File: src/rtl/tmds_decoder.sv
// ---------------------------------------------------------------------------
// tmds_decoder
//   Receive side of one HDMI/TMDS channel. Takes 10-bit words from an
//   external deserializer, asks for bit-slips until control tokens line up,
//   tracks word lock, and decodes data symbols / control tokens.
//
//   Ports
//     clk_pixel    : pixel clock, all logic on its rising edge
//     sys_rst_n    : synchronous active-low reset
//     tmds_in      : 10-bit TMDS word, bit 0 first on the wire
//     tmds_valid   : tmds_in carries a new word this cycle
//     bitslip      : 1-cycle request to shift deserializer alignment by 1 bit
//     locked       : word alignment established
//     data_out     : decoded pixel byte
//     control_out  : last decoded control value {c1,c0}
//     ve_out       : 1 = data_out carries a video-data symbol
//     valid_out    : data_out/control_out/ve_out updated this cycle
//
//   Optional build macro TMDS_DECODER_STATS_EN adds:
//     slip_count      : saturating count of bitslip pulses
//     lock_loss_count : saturating count of LOCKED -> SEARCH transitions
// ---------------------------------------------------------------------------
module tmds_decoder #(
    parameter int unsigned LOCK_TOKENS    = 4,
    parameter int unsigned SEARCH_WINDOW  = 2048,
    parameter int unsigned SLIP_WAIT      = 16,
    parameter int unsigned NO_TOKEN_LIMIT = 4096
) (
    input  logic       clk_pixel,
    input  logic       sys_rst_n,
    input  logic [9:0] tmds_in,
    input  logic       tmds_valid,
    output logic       bitslip,
    output logic       locked,
    output logic [7:0] data_out,
    output logic [1:0] control_out,
    output logic       ve_out,
    output logic       valid_out
`ifdef TMDS_DECODER_STATS_EN
    ,
    output logic [7:0] slip_count,
    output logic [7:0] lock_loss_count
`endif
);

    localparam int unsigned TOK_W = $clog2(LOCK_TOKENS) + 1;
    localparam int unsigned WIN_W = $clog2(SEARCH_WINDOW) + 1;
    localparam int unsigned SW_W  = $clog2(SLIP_WAIT) + 1;
    localparam int unsigned NT_W  = $clog2(NO_TOKEN_LIMIT) + 1;

    typedef enum logic [1:0] {
        ST_SEARCH,
        ST_SLIP_WAIT,
        ST_LOCKED
    } state_t;

    state_t           state_q, state_d;
    logic [TOK_W-1:0] tok_cnt_q, tok_cnt_d;
    logic [WIN_W-1:0] win_cnt_q, win_cnt_d;
    logic [SW_W-1:0]  sw_cnt_q, sw_cnt_d;
    logic [NT_W-1:0]  nt_cnt_q, nt_cnt_d;
    logic             bitslip_q, bitslip_d;
    logic             locked_q, locked_d;

    logic [TOK_W-1:0] tok_inc;
    logic [WIN_W-1:0] win_inc;
    logic [SW_W-1:0]  sw_inc;
    logic [NT_W-1:0]  nt_inc;

    // Pipeline: stage 1 captures the word, stage 2 holds the decode,
    // output registers land two edges after acceptance.
    logic       s1_valid_q, s1_valid_d;
    logic [9:0] s1_word_q, s1_word_d;
    logic       s1_tok_q, s1_tok_d;
    logic [1:0] s1_ctrl_q, s1_ctrl_d;
    logic       s2_valid_q, s2_valid_d;
    logic       s2_tok_q, s2_tok_d;
    logic [1:0] s2_ctrl_q, s2_ctrl_d;
    logic [7:0] s2_data_q, s2_data_d;
    logic [7:0] data_q, data_d;
    logic [1:0] ctrl_q, ctrl_d;
    logic       ve_q, ve_d;
    logic       valid_out_q, valid_out_d;

`ifdef TMDS_DECODER_STATS_EN
    logic [7:0] slip_cnt_q, slip_cnt_d;
    logic [7:0] loss_cnt_q, loss_cnt_d;
`endif

    logic       is_tok;
    logic [1:0] tok_val;
    logic [7:0] d_bar;
    logic [7:0] dec;

    // Exact-match control token detection on the incoming word.
    always_comb begin
        is_tok  = 1'b1;
        tok_val = 2'b00;
        case (tmds_in)
            10'h354: tok_val = 2'b00;
            10'h0AB: tok_val = 2'b01;
            10'h154: tok_val = 2'b10;
            10'h2AB: tok_val = 2'b11;
            default: is_tok  = 1'b0;
        endcase
    end

    assign tok_inc = tok_cnt_q + TOK_W'(1);
    assign win_inc = win_cnt_q + WIN_W'(1);
    assign sw_inc  = sw_cnt_q + SW_W'(1);
    assign nt_inc  = nt_cnt_q + NT_W'(1);

    // Alignment FSM. Tokens are tested before the window/no-token limits so a
    // token arriving on the limit word cancels the slip or lock loss.
    always_comb begin
        state_d   = state_q;
        tok_cnt_d = tok_cnt_q;
        win_cnt_d = win_cnt_q;
        sw_cnt_d  = sw_cnt_q;
        nt_cnt_d  = nt_cnt_q;
        bitslip_d = 1'b0;
        locked_d  = locked_q;
`ifdef TMDS_DECODER_STATS_EN
        slip_cnt_d = slip_cnt_q;
        loss_cnt_d = loss_cnt_q;
`endif
        if (tmds_valid) begin
            case (state_q)
                ST_SEARCH: begin
                    if (is_tok) begin
                        win_cnt_d = '0;
                        if (tok_inc == TOK_W'(LOCK_TOKENS)) begin
                            state_d   = ST_LOCKED;
                            locked_d  = 1'b1;
                            tok_cnt_d = '0;
                            nt_cnt_d  = '0;
                        end else begin
                            tok_cnt_d = tok_inc;
                        end
                    end else begin
                        tok_cnt_d = '0;
                        if (win_inc == WIN_W'(SEARCH_WINDOW)) begin
                            state_d   = ST_SLIP_WAIT;
                            bitslip_d = 1'b1;
                            win_cnt_d = '0;
                            sw_cnt_d  = '0;
`ifdef TMDS_DECODER_STATS_EN
                            if (slip_cnt_q != 8'hFF) slip_cnt_d = slip_cnt_q + 8'd1;
`endif
                        end else begin
                            win_cnt_d = win_inc;
                        end
                    end
                end
                ST_SLIP_WAIT: begin
                    if (sw_inc == SW_W'(SLIP_WAIT)) begin
                        state_d   = ST_SEARCH;
                        sw_cnt_d  = '0;
                        tok_cnt_d = '0;
                        win_cnt_d = '0;
                    end else begin
                        sw_cnt_d = sw_inc;
                    end
                end
                ST_LOCKED: begin
                    if (is_tok) begin
                        nt_cnt_d = '0;
                    end else if (nt_inc == NT_W'(NO_TOKEN_LIMIT)) begin
                        state_d   = ST_SEARCH;
                        locked_d  = 1'b0;
                        nt_cnt_d  = '0;
                        tok_cnt_d = '0;
                        win_cnt_d = '0;
`ifdef TMDS_DECODER_STATS_EN
                        if (loss_cnt_q != 8'hFF) loss_cnt_d = loss_cnt_q + 8'd1;
`endif
                    end else begin
                        nt_cnt_d = nt_inc;
                    end
                end
                default: begin
                    state_d = ST_SEARCH;
                end
            endcase
        end
    end

    // Stage 1: qualify with the registered lock flag seen by this word.
    always_comb begin
        s1_valid_d = tmds_valid & locked_q;
        s1_word_d  = s1_word_q;
        s1_tok_d   = s1_tok_q;
        s1_ctrl_d  = s1_ctrl_q;
        if (tmds_valid) begin
            s1_word_d = tmds_in;
            s1_tok_d  = is_tok;
            s1_ctrl_d = tok_val;
        end
    end

    // Stage 2: transition-minimised byte recovery.
    always_comb begin
        d_bar  = s1_word_q[9] ? ~s1_word_q[7:0] : s1_word_q[7:0];
        dec    = '0;
        dec[0] = d_bar[0];
        for (int unsigned i = 1; i < 8; i++) begin
            dec[i] = s1_word_q[8] ? (d_bar[i] ^ d_bar[i-1]) : ~(d_bar[i] ^ d_bar[i-1]);
        end
        s2_valid_d = s1_valid_q;
        s2_tok_d   = s1_tok_q;
        s2_ctrl_d  = s1_ctrl_q;
        s2_data_d  = dec;
    end

    // Output stage: control_out holds across data symbols.
    always_comb begin
        valid_out_d = s2_valid_q;
        data_d      = data_q;
        ctrl_d      = ctrl_q;
        ve_d        = ve_q;
        if (s2_valid_q) begin
            if (s2_tok_q) begin
                ve_d   = 1'b0;
                data_d = '0;
                ctrl_d = s2_ctrl_q;
            end else begin
                ve_d   = 1'b1;
                data_d = s2_data_q;
            end
        end
    end

    always_ff @(posedge clk_pixel) begin
        if (!sys_rst_n) begin
            state_q     <= ST_SEARCH;
            tok_cnt_q   <= '0;
            win_cnt_q   <= '0;
            sw_cnt_q    <= '0;
            nt_cnt_q    <= '0;
            bitslip_q   <= 1'b0;
            locked_q    <= 1'b0;
            s1_valid_q  <= 1'b0;
            s1_word_q   <= '0;
            s1_tok_q    <= 1'b0;
            s1_ctrl_q   <= '0;
            s2_valid_q  <= 1'b0;
            s2_tok_q    <= 1'b0;
            s2_ctrl_q   <= '0;
            s2_data_q   <= '0;
            data_q      <= '0;
            ctrl_q      <= '0;
            ve_q        <= 1'b0;
            valid_out_q <= 1'b0;
`ifdef TMDS_DECODER_STATS_EN
            slip_cnt_q  <= '0;
            loss_cnt_q  <= '0;
`endif
        end else begin
            state_q     <= state_d;
            tok_cnt_q   <= tok_cnt_d;
            win_cnt_q   <= win_cnt_d;
            sw_cnt_q    <= sw_cnt_d;
            nt_cnt_q    <= nt_cnt_d;
            bitslip_q   <= bitslip_d;
            locked_q    <= locked_d;
            s1_valid_q  <= s1_valid_d;
            s1_word_q   <= s1_word_d;
            s1_tok_q    <= s1_tok_d;
            s1_ctrl_q   <= s1_ctrl_d;
            s2_valid_q  <= s2_valid_d;
            s2_tok_q    <= s2_tok_d;
            s2_ctrl_q   <= s2_ctrl_d;
            s2_data_q   <= s2_data_d;
            data_q      <= data_d;
            ctrl_q      <= ctrl_d;
            ve_q        <= ve_d;
            valid_out_q <= valid_out_d;
`ifdef TMDS_DECODER_STATS_EN
            slip_cnt_q  <= slip_cnt_d;
            loss_cnt_q  <= loss_cnt_d;
`endif
        end
    end

    assign bitslip     = bitslip_q;
    assign locked      = locked_q;
    assign data_out    = data_q;
    assign control_out = ctrl_q;
    assign ve_out      = ve_q;
    assign valid_out   = valid_out_q;
`ifdef TMDS_DECODER_STATS_EN
    assign slip_count      = slip_cnt_q;
    assign lock_loss_count = loss_cnt_q;
`endif

endmodule

File: config.mk
export PLATFORM = sky130hd
export DESIGN_NAME = tmds_decoder
export DESIGN_NICKNAME = d
export VERILOG_FILES = /design/src/rtl/tmds_decoder.sv
export SDC_FILE = /design/constraint.sdc
export NUM_CORES = 1
export LEC_CHECK = 0
export CORE_MARGIN = 4
export CORE_UTILIZATION = 30
export CTS_BUF_LIST = sky130_fd_sc_hd__clkbuf_16
export DETAILED_ROUTE_END_ITERATION = 12
export GPL_ROUTABILITY_DRIVEN = 1
export PLACE_DENSITY = 0.43
export RECOVER_POWER = 50
export SLEW_MARGIN = 15
export SYNTH_ARGS = -nofsm -noshare
export SYNTH_HDL_FRONTEND = slang
export SYNTH_SLANG_ARGS = --single-unit
File: constraint.sdc
create_clock -name clk_pixel -period 2.6 [get_ports clk_pixel]
set_clock_uncertainty 0.1 [all_clocks]
set_input_delay 0.52 -clock clk_pixel [delete_from_list [all_inputs] [get_ports clk_pixel]]
set_output_delay 0.52 -clock clk_pixel [all_outputs]
set_load 0.01 [all_outputs]
==> flow_metrics.py <==
metrics = {
    "synth": {
        "synthCells": 443,
        "syn_nets": 465,
        "yosys.area.top_type": "dfxtp_1",
        "post-synth-top-count-cell": "dfxtp_1",
        "ys_warn_count": 0,
        "seq_area_frac_synth_pct": 39.6,
        "netlist_area_sq_mm": 0.00379,
        "synth_flop_cell": "dfxtp_1",
        "synth_edf_count": 0,
        "synthArstFlopShare_pct": 0,
        "synth_top_area_share_pct": 39.6,
        "synth-seq-cells": 75,
        "synth.area.top_cells": "dfxtp_1 40%, nor2_1 4.5%, a21oi_1 4.2%, nand2_1 3.9%, mux2i_1 3.4%",
        "ys_types": 61,
        "syn-mean-instance-area_sq_um": 8.56,
        "ys_top_cells_by_count": "75 x dfxtp_1, 45 x nor2_1, 39 x nand2_1",
    },
    "place": {
        "dpl.cell_count": 669,
        "routabilityCongestion": 0.777,
        "post-dp-hpwl_um": 7090,
        "portBuffers": 26,
        "placed_cell_area_sq_mm": 0.00459,
        "dp_worst_setup_slack_ns": -0.254,
    },
    "clock_tree": {
        "clk_pin_slew_worst_paths_ns": 0.06,
        "clock_path_buffers": 2,
        "clk_latency_ns": 0.34,
        "postCtsSetupBuffers": 0,
        "cts_root_buf": "clkbuf_16",
        "h-tree-depth": 3,
        "cts_tree": "yes",
        "clock-sinks": 75,
        "cts_buffers": 9,
    },
    "setup_path": {
        "crit_arrival_ns": 2.59,
        "end_kind": "register",
        "crit_type": "input port to register",
        "crit_required_ns": 2.73,
        "worstPathMaxFanout": 11,
        "critPathLaunchType": "input port",
    },
    "detailed_routing": {
        "wl_per_cell_um": 14.2,
        "drc": 0,
        "vias": 3434,
        "first_iter_violations": 320,
        "drtPass1Iterations": 4,
        "wirelength_um": 9720,
        "viasPerCell": 5.01,
        "ant_nets": 0,
    },
    "global_route": {
        "first_global_vias": 3279,
        "grt_max_degree": 32,
        "grt_overflow_total": 0,
        "antenna_found_initial": 0,
        "grt_pass1_wl_um": 16300,
        "gr-usage-all-layers_pct": 14.1,
    },
    "power_and_ir_drop": {
        "pwr_density_cell_mw_per_mm2": 509,
        "total_power_mw": 2.49,
        "leakagePower_nw": 1.91,
        "peakVddDrop_v": 0.000349,
    },
    "job": {
        "max_cap_violations": 0,
    },
    "timing": {
        "timing_hold_violations_final": 0,
        "tns_ns": 0,
        "hold_ws_ns": 0.334,
        "setup_viol": 0,
        "fmax_mhz": 406,
        "relSlewSlack_pct": 50.4,
        "tightest_slew_ns": 0.735,
        "period_share_pct": 94.7,
        "final.setup.worst_slack_ns": 0.138,
        "final-max-slew-violation-count": 0,
        "layout_min_cycle_time_ns": 2.46,
    },
    "floorplanning": {
        "num_io_pins": 27,
        "die_h_um": 120,
        "coreArea_sq_mm": 0.0122,
        "initial_core_util_pct": 31.1,
        "rows": 40,
        "die_x_um": 120,
        "die_area_sq_mm": 0.0145,
    },
    "final_layout": {
        "fin_nets": 534,
        "syn2layout_area_growth_pct": 29.0,
        "fillerInstances": 1276,
        "drive_gt1_share_pct": 17.0,
        "fin_cells": 685,
        "design_area_sq_mm": 0.00489,
        "antenna_cells": 0,
        "final_util_pct": 40.1,
    },
    "status": {
        "outcome": "finished clean",
    },
    "hold_path": {
        "hold_path_class": "register to register",
    },
}
## path summary, 6_finish.rpt
path | start | end | slack (ns) | cells after the start
worst min-delay path | s1_valid_q$_SDFF_PN0_ | s2_valid_q$_SDFF_PN0_ | 0.33 | 1
worst max register to register | nt_cnt_q[8]$_SDFFE_PN0P_ | win_cnt_q[2]$_SDFFE_PN0P_ | 0.16 | 8
worst min register to register | s1_valid_q$_SDFF_PN0_ | s2_valid_q$_SDFF_PN0_ | 0.33 | 1
worst max-delay path | tmds_in[8] | nt_cnt_q[9]$_SDFFE_PN0P_ | 0.14 | 8
## repair_timing
item                       in CTS  in global routing
hold buffers                    0                  0
resized for setup               0                  5
setup endpoints to repair       0                 17
## per-layer routing
| layer | global-route usage (%) | vias up | part of all wire, % |
|---|---|---|---|
| li1 | - | 1761 | - |
| met1 | 18.3 | 1623 | 49 |
| met2 | 22.8 | 39 | 47 |
| met3 | 2.34 | 11 | 2.7 |
| met4 | 6.30 | 0 | 1.8 |
| met5 | 0 | - | 0 |
## report_power, final
group | leakage [nW] | internal (mW) | switching, mW
Combinational | 1.18 | 0.0794 | 0.0814
Sequential | 0.609 | 1.18 | 0.0163
Clock | 0.121 | 0.640 | 0.496
## layout by cell type (no fill, tap or decap), types with 7 or more instances in the layout
cell type	n
nor2_1	45
nand2b_1	8
xnor2_1	8
nand4_1	10
o21ai_0	13
mux2i_1	13
clkdlybuf4s50_1	15
ha_1	9
or4_1	8
a21oi_1	32
clkbuf_16	9
nor3_1	14
nor2b_1	14
dfxtp_1	75
nand3_1	25
and2_1	10
dlygate4sd3_1	11
buf_4	53
nand2_1	39
inv_1	7
## layout make-up
class / instances / area [sq um] / area share [%]
Inverter: 7 / 26.3 / 0.537
Sequential cell: 75 / 1500 / 30.7
Timing Repair Buffer: 81 / 683 / 14.0
Multi-Input combinational cell: 338 / 2200 / 45.0
Tap cell: 168 / 210 / 4.29
Clock inverter: 7 / 46.3 / 0.946
Clock buffer: 9 / 225 / 4.60
## sequential cells by signal (all words and copies together), names as in the netlist
name         cells
nt_cnt_q        13
data_out         8
s1_ctrl_q        2
bitslip          1
control_out      2
win_cnt_q       12
state_q          2
ve_out           1
tok_cnt_q        3
locked           1
valid_out        1
s1_valid_q       1
sw_cnt_q         5
s1_tok_q         1
s2_tok_q         1
s2_ctrl_q        2
s2_data_q        8
s2_valid_q       1
s1_word_q       10
## critical path, cell delays in order
cell and delay, ns:
clkdlybuf4s50_1 0.57, nand4bb_4 0.14, or4_1 0.56, a211oi_1 0.26, o21a_2 0.20, buf_12 0.14
o211ai_1 0.08, o211a_1 0.13
## logic make-up (layout without fill, tap and decap cells)
group                    count (synthesis)  count (layout)  share of synthesized area (%)
AO/OA/AOI/OAI                           96              96                           17.6
XOR/XNOR                                12              12                           2.77
adder cells (fa/ha/maj)                  9               9                           2.97
buffers and inverters                   30             104                           3.30
flip-flops                              75              75                           39.6
multiplexers                            15              15                           4.02
AND/OR/NAND/NOR                        206             206                           29.7
Power figures use the tool's default switching activity.
